[src/rtl/mem_loader.sv]
// mem_loader: assembles a little-endian byte stream into WORDSIZE-byte words and writes them to consecutive RAM addresses.
// Define MEM_LOADER_CHECKSUM_EN to verify a trailing mod-256 checksum byte after the last word.
module mem_loader #(
   parameter int WORDSIZE = 4,
   parameter int MEMSIZE  = 32 * 1024,
   parameter logic [$clog2(MEMSIZE)-1:0] BASE = '0
) (
   input  logic                       clock,
   input  logic                       reset_n,
   input  logic                       start,
   input  logic [$clog2(MEMSIZE):0]   length,
   input  logic [7:0]                 byte_i,
   input  logic                       byte_valid,
   output logic                       byte_ready,
   output logic                       mem_write_en,
   output logic [$clog2(MEMSIZE)-1:0] mem_address,
   output logic [WORDSIZE*8-1:0]      mem_data_o,
   output logic                       busy,
   output logic                       done,
   output logic                       error
);
   localparam int AW = $clog2(MEMSIZE);
   localparam int CW = (WORDSIZE > 1) ? $clog2(WORDSIZE) : 1;
   localparam logic [CW-1:0] LAST_LANE = CW'(WORDSIZE - 1);

   typedef enum logic [2:0] {
      IDLE,
      COLLECT,
      WRITE,
`ifdef MEM_LOADER_CHECKSUM_EN
      CHECK,
`endif
      DONE
   } state_t;

   state_t                state_q, state_d;
   logic [AW:0]           len_q, len_d;
   logic [AW:0]           word_cnt_q, word_cnt_d;
   logic [AW-1:0]         addr_q, addr_d;
   logic [CW-1:0]         byte_cnt_q, byte_cnt_d;
   logic [WORDSIZE*8-1:0] asm_q, asm_d;
   logic [WORDSIZE*8-1:0] data_q, data_d;
   logic                  take;
`ifdef MEM_LOADER_CHECKSUM_EN
   logic [7:0]            sum_q, sum_d;
   logic                  error_q, error_d;
`endif

   assign take = byte_valid && byte_ready;

   always_comb begin
      state_d    = state_q;
      len_d      = len_q;
      word_cnt_d = word_cnt_q;
      addr_d     = addr_q;
      byte_cnt_d = byte_cnt_q;
      asm_d      = asm_q;
      data_d     = data_q;
`ifdef MEM_LOADER_CHECKSUM_EN
      sum_d      = sum_q;
      error_d    = error_q;
`endif
      case (state_q)
         IDLE: begin
            if (start) begin
`ifdef MEM_LOADER_CHECKSUM_EN
               sum_d   = 8'h00;
               error_d = 1'b0;
`endif
               if (length != '0) begin
                  len_d      = length;
                  addr_d     = BASE;
                  byte_cnt_d = '0;
                  word_cnt_d = '0;
                  state_d    = COLLECT;
               end else begin
                  state_d = DONE;
               end
            end
         end
         COLLECT: begin
            if (take) begin
               asm_d[{byte_cnt_q, 3'b000} +: 8] = byte_i;
`ifdef MEM_LOADER_CHECKSUM_EN
               sum_d = sum_q + byte_i;
`endif
               // The output register only changes on entry to WRITE, so it holds between words.
               if (byte_cnt_q == LAST_LANE) begin
                  data_d  = asm_d;
                  state_d = WRITE;
               end else begin
                  byte_cnt_d = byte_cnt_q + 1'b1;
               end
            end
         end
         WRITE: begin
            if (word_cnt_q == len_q - 1'b1) begin
`ifdef MEM_LOADER_CHECKSUM_EN
               state_d = CHECK;
`else
               state_d = DONE;
`endif
            end else begin
               addr_d     = addr_q + 1'b1;
               word_cnt_d = word_cnt_q + 1'b1;
               byte_cnt_d = '0;
               state_d    = COLLECT;
            end
         end
`ifdef MEM_LOADER_CHECKSUM_EN
         CHECK: begin
            if (take) begin
               error_d = (8'(sum_q + byte_i) != 8'h00);
               state_d = DONE;
            end
         end
`endif
         DONE:    state_d = IDLE;
         default: state_d = IDLE;
      endcase
   end

   always_ff @(posedge clock or negedge reset_n) begin
      if (!reset_n) begin
         state_q    <= IDLE;
         len_q      <= '0;
         word_cnt_q <= '0;
         addr_q     <= BASE;
         byte_cnt_q <= '0;
         asm_q      <= '0;
         data_q     <= '0;
`ifdef MEM_LOADER_CHECKSUM_EN
         sum_q      <= 8'h00;
         error_q    <= 1'b0;
`endif
      end else begin
         state_q    <= state_d;
         len_q      <= len_d;
         word_cnt_q <= word_cnt_d;
         addr_q     <= addr_d;
         byte_cnt_q <= byte_cnt_d;
         asm_q      <= asm_d;
         data_q     <= data_d;
`ifdef MEM_LOADER_CHECKSUM_EN
         sum_q      <= sum_d;
         error_q    <= error_d;
`endif
      end
   end

   // Every output is a register or a decode of the state register.
`ifdef MEM_LOADER_CHECKSUM_EN
   assign byte_ready = (state_q == COLLECT) || (state_q == CHECK);
   assign error      = error_q;
`else
   assign byte_ready = (state_q == COLLECT);
   assign error      = 1'b0;
`endif
   assign mem_write_en = (state_q == WRITE);
   assign mem_address  = addr_q;
   assign mem_data_o   = data_q;
   assign busy         = (state_q != IDLE);
   assign done         = (state_q == DONE);

endmodule
[config.mk]
export PLATFORM = sky130hd
export DESIGN_NAME = mem_loader
export DESIGN_NICKNAME = d
export VERILOG_FILES = /design/src/rtl/mem_loader.sv
export SDC_FILE = /design/constraint.sdc
export NUM_CORES = 1
export LEC_CHECK = 0
export ABC_AREA = 1
export CAP_MARGIN = 5
export CORE_MARGIN = 2
export CORE_UTILIZATION = 56
export CTS_CLUSTER_DIAMETER = 120
export DETAILED_ROUTE_END_ITERATION = 7
export PLACE_DENSITY = 0.86
export SYNTH_ARGS = -nofsm -noshare
export SYNTH_HDL_FRONTEND = slang
export SYNTH_SLANG_ARGS = --single-unit
export TNS_END_PERCENT = 10
[constraint.sdc]
create_clock -name clock -period 2.2 [get_ports clock]
set_input_delay 0.66 -clock clock [delete_from_list [all_inputs] [get_ports clock]]
set_output_delay 0.66 -clock clock [all_outputs]
set_load 0.01 [all_outputs]
Yosys cells after proc, flatten, opt, wreduce, memory -nomap -nowiden

Cells that the tools add are included.

Register bits after elaboration: 116
Output and inout bits: 52
Logic and storage cells: 58
Input bits: 28

Muxes and demuxes: 21
Add/subtract/negate cells: 5
Equal/unequal tests: 11
Reduce and logical (&&, ||, !) cells: 12
Shift operators: 2

Operators by type and width:

| kind                     | number |
|---|---|
| $mux W16                 | 3 |
| $mux W15                 | 3 |
| $bwmux W32               | 1 |
| $pmux W16 S2             | 1 |
| $shift A8 B7 Y32 const A | 1 |
| $shiftx A8 B7 Y32        | 1 |
| $pmux W15 S2             | 1 |
| $add A16 B1 Y16 const B  | 1 |
| $eq A16 B16 Y1           | 1 |
| $reduce_bool A16 Y1      | 1 |
| $sub A16 B1 Y16 const B  | 1 |
| $add A15 B1 Y15 const B  | 1 |
| $mux W2                  | 7 |
| $mux W3                  | 3 |
| $pmux W3 S3              | 1 |
| $reduce_and A3 Y1        | 3 |
| $ne A2 B2 Y1 const B     | 4 |
| $neg A5 Y7               | 1 |
| $eq A3 B2 Y1 const B     | 2 |
| $pmux W2 S3              | 1 |
| $reduce_and A6 Y1        | 1 |
| $reduce_bool A3 Y1       | 2 |
| $ne A2 B1 Y1 const B     | 2 |
| $reduce_and A4 Y1        | 1 |
| 7 further kinds          | 7 |

Depth between registers and ports, before layout

Gate-level depths: netlist (run 1).

Depth in word-level cells: 4
Mapped depth: 16
Depth with buffers taken out: 15

Worst setup path after synthesis (run 1)

No wires, ideal clock.

Kind: register to register
Start point: reg len_q[0]
End point: reg addr_q[10], in the netlist mem_address[10]
Setup time: 0.117 ns
Arrival: 1.792 ns
Path slack: 0.291 ns
Stages on the path, launching flop included: 15
Required time: 2.083 ns
Path buffers: 1
Period minus slack after synthesis: 1.909 ns
Cell sequence: dfrtp_1 inv_2 ha_1 or2_2 nand2_1 nand2_1 nand2_1 nand3_1 nor2_1 nand2_1 nor2_2 nand3_4 buf_2 nand4_1 nand2_1

Longest elaborated chain between the ends: 4

RTL lines:

| item                        | line | RTL |
|---|---|---|
| start, declared             | 37   | `logic [AW:0] len_q, len_d;` |
| start signal, assigned      | 138  | `len_q <= len_d;` |
| $sub A16 B1 Y16             | 97   | `if (word_cnt_q == len_q - 1'b1) begin` |
| $eq A16 B16 Y1              | 97   |  |
| $ne A2 B2 Y1 (no line)      | -    |  |
| $reduce_and A4 Y1 (no line) | -    |  |
| end signal, assigned        | 140  | `addr_q <= addr_d;` |
| end, declared               | 39   | `logic [AW-1:0] addr_q, addr_d;` |

Every way passes these cells.
A chain may end at the register's enable or synchronous reset.

Worst setup path after layout (run 1)

Start point: reg len_q[1]
End point: reg addr_q[11], in the netlist mem_address[11]

The elaborated chain is that of the path after synthesis.

==> metrics.txt, run 1 <==
antenna violations before repair=0; Slew HR=59.4%; largest net degree at the start of global routing=49; Final Cycle Share=97.9%; Via-to-Cell Ratio=5.67; maximum capacitance violations=0; Non-Filler Instances=1,070; Ys Warns=0; Final Skew=7.11 ps; Seq cells post-synth=115; largest area contributor in the netlist=dfrtp_1; Site Rows=38; Top Family by Delay on Critical Path=simple AND/OR/NAND/NOR gates; grt total ovfl=0; Final #Nets=954; ys flop type=dfrtp_1; R2R setup slack=50 ps; cell with the most instances after synthesis=nand2_1; Initial Util=57.9%; RR Startpoint=len_q[1]; WP buf/inv=2; worst hold path class=in -> async; Gate Count Post-Synth=809; utilization after layout=75.4%; Reg2Reg Capture Point=mem_address[11]; cell mode on critical path=nand2_1; DRT Pass-1 Iters=7; fin worst setup slack=45.8 ps; Worst setup SP type=register; Power, Total=9.69 mW; Worst Tran Pin Value=603 ps; CP Cell Sequence=inv_2 -> ha_4 -> nand3_4 -> nor2_4 -> nand2_1 -> nand2_1 -> nand2_1 -> nor2_2 -> nand2_1 -> nor2_2 -> nand3_4 -> buf_4 -> nand4_1 -> nand2_1; Critical Path RT=2500 ps; outcome=finished clean; fraction of layout cells with a size suffix above 1=13.4%; Min Hold Slack=144 ps; 1st-iter DRT viols=564; crit end category=register; max-slew violations=0; post-route cell area=8240 sq um; Tot GR Track Use=28.8%; post-synth net total=846; die extent in x=110 um; port buffer count=78; fin crit period=2150 ps; unrepaired setup endpoints after global routing=yes; number of flops mapped to enable cells by yosys=0; die area=12,200 sq um; n_diodes=0; Netlist cell types=33; wire per inst=15.9 um; Worst path max stage delay=400 ps; CP Max Fanout=14; DRC Markers=0; synth top area cells=dfrtp_1 45%, nand2_1 12%, o21ai_0 6.8%; Post-Route Setup TNS=0 ps; CP Class=reg -> reg; Placed Cells=1,033; via count=6,063; Synth Cell Area=6340 sq um; TritonCTS clock tree=built; clk_lat worst skew=430 ps; # setup viols final=0; Arrival @ worst endpoint=2460 ps; CP max-delay cell=dfrtp_1; Clock Tree Root=clkbuf_16; R2R cell count=14; DP Area=7520 sq um; Max Buffers Root-to-Sink=2; total number of H-tree levels=4; Hold Vio Cnt, Final=0; asr flop ratio synth=100%; cts bufs inserted=17; power density over the cells=1180 nW/um^2; share of the synthesized area in the top cell type=45.4%; Peak VDD IR=1.02 mV; sequential area share after synthesis=45.4%; clk sinks=115; I/O pins=80; WL final=17,000 um; Leak Pwr=3.74 nW; Final GP Congestion=0.945; ANT nets after route=0; crit path from=len_q[1]; post-DP HPWL=11,000 um; fmax=464 MHz; vias in the first global route=5,726; Die Span Y=110 um; Clk pin slew, worst setup/hold paths=60 ps; Post-synth top cells=205 x nand2_1, 115 x dfrtp_1, 92 x inv_1, 86 x o21ai_0, 70 x nor2_1; Area growth syn-to-layout=30.1%; first-pass GRT wire length=26,900 um; Mean Syn Cell Area=7.83 sq um; Setup WS pre-CTS=-137 ps; core box area=10,900 sq um
-- cell usage in the layout (no fill, tap or decap), drive strengths merged, types with 2 or more instances in the layout --
cell type	instances
nand2	205
dfrtp	115
inv	100
o21ai	86
nor2	79
clkdlybuf4s50	73
buf	47
nand4	42
o22ai	33
nand3	26
xor2	22
clkbuf	20
mux2	14
xnor2	13
nor3	11
ha	9
nor4	6
a21oi	5
clkinv	5
nand3b	4
clkinvlp	4
bufinv	2
dlymetal6s2s	2
dlygate4sd2	2
-- final cells by class --
class	count	area [sq um]
clock inverter	13	148
clock buffer	19	453
sequential	115	2880
fill	737	2700
tap	140	175
timing repair buffer	125	1250
inverter	98	368
multi-input combinational	560	2970
-- registers in the layout, indices dropped and copies added (netlist names) --
| name | count |
|---|---|
| word_cnt_q | 16 |
| byte_cnt_q | 2 |
| mem_address | 15 |
| asm_q | 32 |
| mem_data_o | 32 |
| state_q | 2 |
| len_q | 16 |
-- per-layer routing --
layer  routed length [um]  GRT usage, %  vias to the layer above
li1                     -             -                     2864
met2                 8760          50.0                      261
met4                  462          11.9                        0
met1                 6700          34.3                     2881
met3                 1060          6.88                       57
met5                    0             0                        -
-- where the power goes --
| part | leakage, nW | internal [mW] | total [mW] | switching (mW) |
|---|---|---|---|---|
| registers | 1.55 | 2.75 | 3.21 | 0.457 |
| logic | 1.91 | 1.60 | 3.68 | 2.08 |
| clock network | 0.283 | 1.74 | 2.80 | 1.06 |
| total | 3.74 | 6.09 | 9.69 | 3.60 |
-- cell families (layout without fill, tap and decap cells) --
kind of cell             after synthesis  in the layout  share of synthesized area [%]
AO/OA/AOI/OAI                        126            126                           10.7
XOR/XNOR                              35             35                           4.84
adder cells (fa/ha/maj)                9              9                           1.78
buffers and inverters                134            255                           8.51
flip-flops                           115            115                           45.4
multiplexers                          14             14                           2.49
other                                  1              1                         0.0592
AND/OR/NAND/NOR                      375            375                           26.2
-- worst max-delay path by stage --
stage | endpoint | slack, ps | cells after the start
finish | mem_address[11] | 50 | 14
global route | word_cnt_q[4] | -60 | 15
CTS | mem_write_en | -100 | 2
detailed placement | len_q[0] | -140 | 9
global placement | len_q[1] | -50 | 7
floorplan | mem_address[10] | 290 | 14
-- what timing repair did --
| item | 4_1_cts | 5_1_grt |
|---|---|---|
| gates resized for setup | 3 | 20 |
| hold buffers | 0 | 0 |
| gates cloned | 0 | 1 |
| pin swaps | 0 | 7 |
| buffers inserted | 0 | 4 |
| endpoints found under the hold margin | 0 | 0 |
| setup endpoints to repair | 4 | 37 |
-- worst reg2reg max path: stages, from the launching register on --
cell and delay [ps]:
dfrtp_1 400, inv_2 100, ha_4 160, nand3_4 120, nor2_4 160, nand2_1 80, nand2_1 80, nand2_1 80
nor2_2 90, nand2_1 70, nor2_2 150, nand3_4 150, buf_4 230, nand4_1 90, nand2_1 80
Power figures use the tool's default switching activity.
==> run 2, diff against run 1 <==
Settings changed: CORE_UTILIZATION 56 to 59, PLACE_DENSITY 0.86 to 0.9.
Clock period 2.2 ns to 2.6 ns, I/O delays scaled along.
==> metrics.txt, run 2 (synthesized netlist as in run 1, its figures left out) <==
outcome=finished clean; cts hold-fix bufs=0; power density over the cells=996 nW/um^2; utilization after layout=75.7%; fin crit period=2500 ps; Post-CTS Setup Inserts=0; NetSw=2.90 mW; grt total ovfl=0; Clk pwr share=29.0%; DRC Markers=0; crit end category=output pin; Tot GR Track Use=29.9%; Final GP Congestion=0.916; R2R setup slack=250 ps; combinational share of power=36.1%; first-pass GRT wire length=27,500 um; Non-Filler Instances=1,034; Hold Vio Cnt, Final=0; 1st-iter DRT viols=426; fin worst setup slack=98.8 ps; max-slew violations=0; internal power=4.91 mW; fraction of layout cells with a size suffix above 1=8.91%; WL final=16,000 um; crit path from=state_q[0]; CP Class=reg -> out; Initial Util=61.1%; Final #Nets=922; clk_lat worst skew=530 ps; R2R cell count=14; largest net degree at the start of global routing=116; Worst setup SP type=register; worst hold path class=in -> async; Leak Pwr=3.54 nW; leading cell type in the layout, fill and taps excluded=nand2_1; Site Rows=37; Setup WS pre-CTS=79.9 ps; Arrival @ worst endpoint=1720 ps; die area=11,600 sq um; post-route cell area=7850 sq um; Peak VDD IR=0.712 mV; via count=5,898; core box area=10,400 sq um; Sequential Power Share=34.9%; # setup viols final=0; Via-to-Cell Ratio=5.70; RR Startpoint=len_q[0]; Slew HR=58.7%; unrepaired setup endpoints after global routing=no; Die Span Y=108 um; Clock Tree Root=clkbuf_8; Critical Path RT=1820 ps; fmax=400 MHz; Max Buffers Root-to-Sink=2; maximum capacitance violations=0; Power, Total=7.81 mW; Placed Cells=1,002; die extent in x=108 um; Min Hold Slack=330 ps; DRT Pass-1 Iters=6; cts bufs inserted=17; post-DP HPWL=10,800 um; clk sinks=115; Post-Route Setup TNS=0 ps; Switching Fraction=37.1%; CP Max Fanout=7; antenna violations before repair=0; DP Area=7260 sq um; Final Cycle Share=96.2%; I/O pins=80; vias in the first global route=5,807; Clk pin slew, worst setup/hold paths=60 ps; Worst Tran Pin Value=619 ps; Final Skew=8.25 ps; ANT nets after route=0; n_diodes=0; Area growth syn-to-layout=23.8%; most frequent cells in the layout=205 x nand2_1, 114 x dfrtp_1, 92 x inv_1, 86 x o21ai_0, 76 x clkdlybuf4s50_1; port buffer count=78; wire per inst=15.5 um; TritonCTS clock tree=built; total number of H-tree levels=4
run 2: cell count changes in the layout (fill, tap and decap cells not counted), moves of 3 or more:
cell             delta
nor2_1              +7
buf_4              -26
buf_12              -4
nor2_2              -7
clkinv_2            +3
clkdlybuf4s50_1     +3
run 2: final timing paths:
| path | end |
|---|---|
| worst max-delay path | busy |
| worst min-delay path | mem_data_o[27] |
| worst max register to register | word_cnt_q[8] |
| worst min register to register | mem_data_o[3] |
| max in group asynchronous | mem_address[11] |
| min in group clock | mem_data_o[3] |
run 2: layout make-up:
class | instances | area (sq um)
sequential | 115 | 2880
multi-input combinational | 560 | 2920
clock buffer | 20 | 445
clock inverter | 12 | 130
fill | 706 | 2520
tap | 136 | 170
timing repair buffer | 93 | 931
inverter | 98 | 368
run 2: critical path: stages, from the launching register on:
cell and delay [ps]:
dfrtp_2 470, nor2_2 180, inv_1 70, clkdlybuf4s50_1 480
run 2: repair_timing:
action	CTS	global route
gates cloned	0	0
resized for setup	1	2
pin swaps	0	1
endpoints found under the setup margin	2	10
run 2: per-layer routing:
| metal | GRT usage, % | share of wire, % | routed length, um |
|---|---|---|---|
| met1 | 36.7 | 39 | 6270 |
| met2 | 51.5 | 52 | 8350 |
| met3 | 6.60 | 6.7 | 1070 |
| met4 | 11.4 | 2.0 | 323 |
| met5 | 0 | 0 | 0 |
run 2: power by group through the flow:
| stage | sequential (mW) | combinational [mW] | clock (mW) |
|---|---|---|---|
| final | 2.72 | 2.82 | 2.27 |
| after global routing | 2.80 | 3.13 | 2.36 |
| after CTS | 2.72 | 2.81 | 2.27 |
| after detailed placement | 2.74 | 2.75 | 0 |
| after global placement | 2.71 | 2.66 | 0 |
| after floorplan | 2.73 | 1.70 | 0 |
==> run 3, diff against run 2 <==
Settings changed: CORE_UTILIZATION 59 to 60, PLACE_DENSITY 0.9 to 0.91.
==> metrics.txt, run 3 (synthesized netlist as in run 1, its figures left out) <==
vias in the first global route=5,734; Sequential Power Share=34.0%; wire per inst=15.7 um; total number of H-tree levels=4; clk_lat worst skew=520 ps; I/O pins=80; unrepaired setup endpoints after global routing=yes; TritonCTS clock tree=built; core box area=10,300 sq um; # setup viols final=0; post-DP HPWL=11,000 um; NetSw=3.00 mW; Final #Nets=926; crit end category=output pin; combinational share of power=35.8%; multi-input logic area=2930 sq um; Die Span Y=107 um; Worst path max stage delay=550 ps; fin crit period=2550 ps; leading cell type in the layout, fill and taps excluded=nand2_1; Area growth syn-to-layout=24.6%; worst hold path class=in -> async; DRT Pass-1 Iters=5; Final GP Congestion=0.889; Clk pin slew, worst setup/hold paths=60 ps; Power, Total=7.99 mW; ANT nets after route=0; Hold Vio Cnt, Final=0; Via-to-Cell Ratio=5.80; cts bufs inserted=17; largest net degree at the start of global routing=57; CP Max Fanout=7; power density over the cells=1010 nW/um^2; 1st-iter DRT viols=334; Switching Fraction=37.5%; fmax=392 MHz; antenna violations before repair=0; clk sinks=115; Final Cycle Share=98.1%; DRC Markers=0; internal power=4.99 mW; Site Rows=37; Initial Util=61.7%; die area=11,400 sq um; CP Cell Sequence=inv_1 -> nor2_4 -> clkdlybuf4s50_1; WL final=16,300 um; most frequent cells in the layout=205 x nand2_1, 114 x dfrtp_1, 92 x inv_1, 86 x o21ai_0, 77 x clkdlybuf4s50_1; Slew HR=58.6%; via count=6,022; Max Buffers Root-to-Sink=2; Arrival @ worst endpoint=1770 ps; Post-CTS Setup Inserts=0; Clock Tree Root=clkbuf_8; FF+latch area=2880 sq um; Fillers=683; fraction of layout cells with a size suffix above 1=9.42%; maximum capacitance violations=0; CP Class=reg -> out; first-pass GRT wire length=27,300 um; grt total ovfl=0; die extent in x=107 um; Clk pwr share=30.3%; Worst Tran Pin Value=615 ps; port buffer count=78; Leak Pwr=3.55 nW; max-slew violations=0; Post-Route Setup TNS=0 ps; Tot GR Track Use=30.1%; Peak VDD IR=0.676 mV; Worst setup SP type=register; n_diodes=0; outcome=finished clean; Final Skew=9.52 ps; CP max-delay cell=clkdlybuf4s50_1; Critical Path RT=1820 ps
==> run 3: cell types whose count changed in the layout (fill, tap and decap cells not counted), sizes merged <==
cell           delta
buf               +4
bufinv            +1
clkbuf            -3
inv               +5
dlymetal6s2s      -1
clkdlybuf4s50     +1
clkinv            -3
==> run 3: final timing paths <==
path	cells after the start	startpoint	slack (ps)	endpoint
max	3	state_q[0]	50	byte_ready
min	1	reset_n	190	mem_data_o[26]
max reg2reg	14	len_q[0]	140	word_cnt_q[4]
min reg2reg	2	mem_data_o[16]	500	mem_data_o[16]
max in group asynchronous	2	reset_n	1690	asm_q[7]
min in group clock	2	mem_data_o[16]	500	mem_data_o[16]
==> run 3: timing repair <==
item	4_1_cts	5_1_grt
hold buffers	0	0
setup endpoints to repair	1	6
pin swaps	0	1
gates cloned	0	0
resized for setup	1	2
==> run 3: final cells by class <==
type                       count  area share, %
inverter                      98           4.66
clock inverter                15           2.46
sequential                   115           36.5
tap                          136           2.15
timing repair buffer          97           12.0
clock buffer                  17           5.24
multi-input combinational    560           37.1
==> run 3: power groups by stage <==
stage / Clock (mW) / Combinational, mW / Sequential, mW
after CTS: 2.43 / 2.83 / 2.71
after floorplan: 0 / 1.70 / 2.73
after detailed placement: 0 / 2.78 / 2.73
final: 2.42 / 2.86 / 2.72
after global placement: 0 / 2.68 / 2.70
after global routing: 2.51 / 3.15 / 2.78
==> run 3: critical path: cells and delay by family, from the launching register on <==
| family | cells | cell delay, ps |
|---|---|---|
| AND/OR/NAND/NOR | 1 | 140 |
| flip-flops | 1 | 450 |
| buffers and inverters | 2 | 660 |
==> run 3: per-layer routing <==
| layer | track usage (%) | share of wire (%) | vias up |
|---|---|---|---|
| met5 | 0 | 0 | - |
| met3 | 6.38 | 7.6 | 42 |
| met1 | 37.5 | 39 | 2860 |
| met2 | 51.6 | 51 | 311 |
| met4 | 11.1 | 2.2 | 0 |
| li1 | - | - | 2809 |
==> run 3: stage by stage <==
stage	setup slack [ps]	instance area [sq um]	hold WS (ps)	cells	utilization [%]
after detailed placement	59.6	7280	499	1006	70.8
final	49.5	7900	186	1038	76.8
after floorplan	644	6340	473	809	-
after CTS	13.9	7890	192	1038	76.8
after global routing	-29.8	7900	203	1038	76.8
after global placement	138	7280	485	1006	70.8
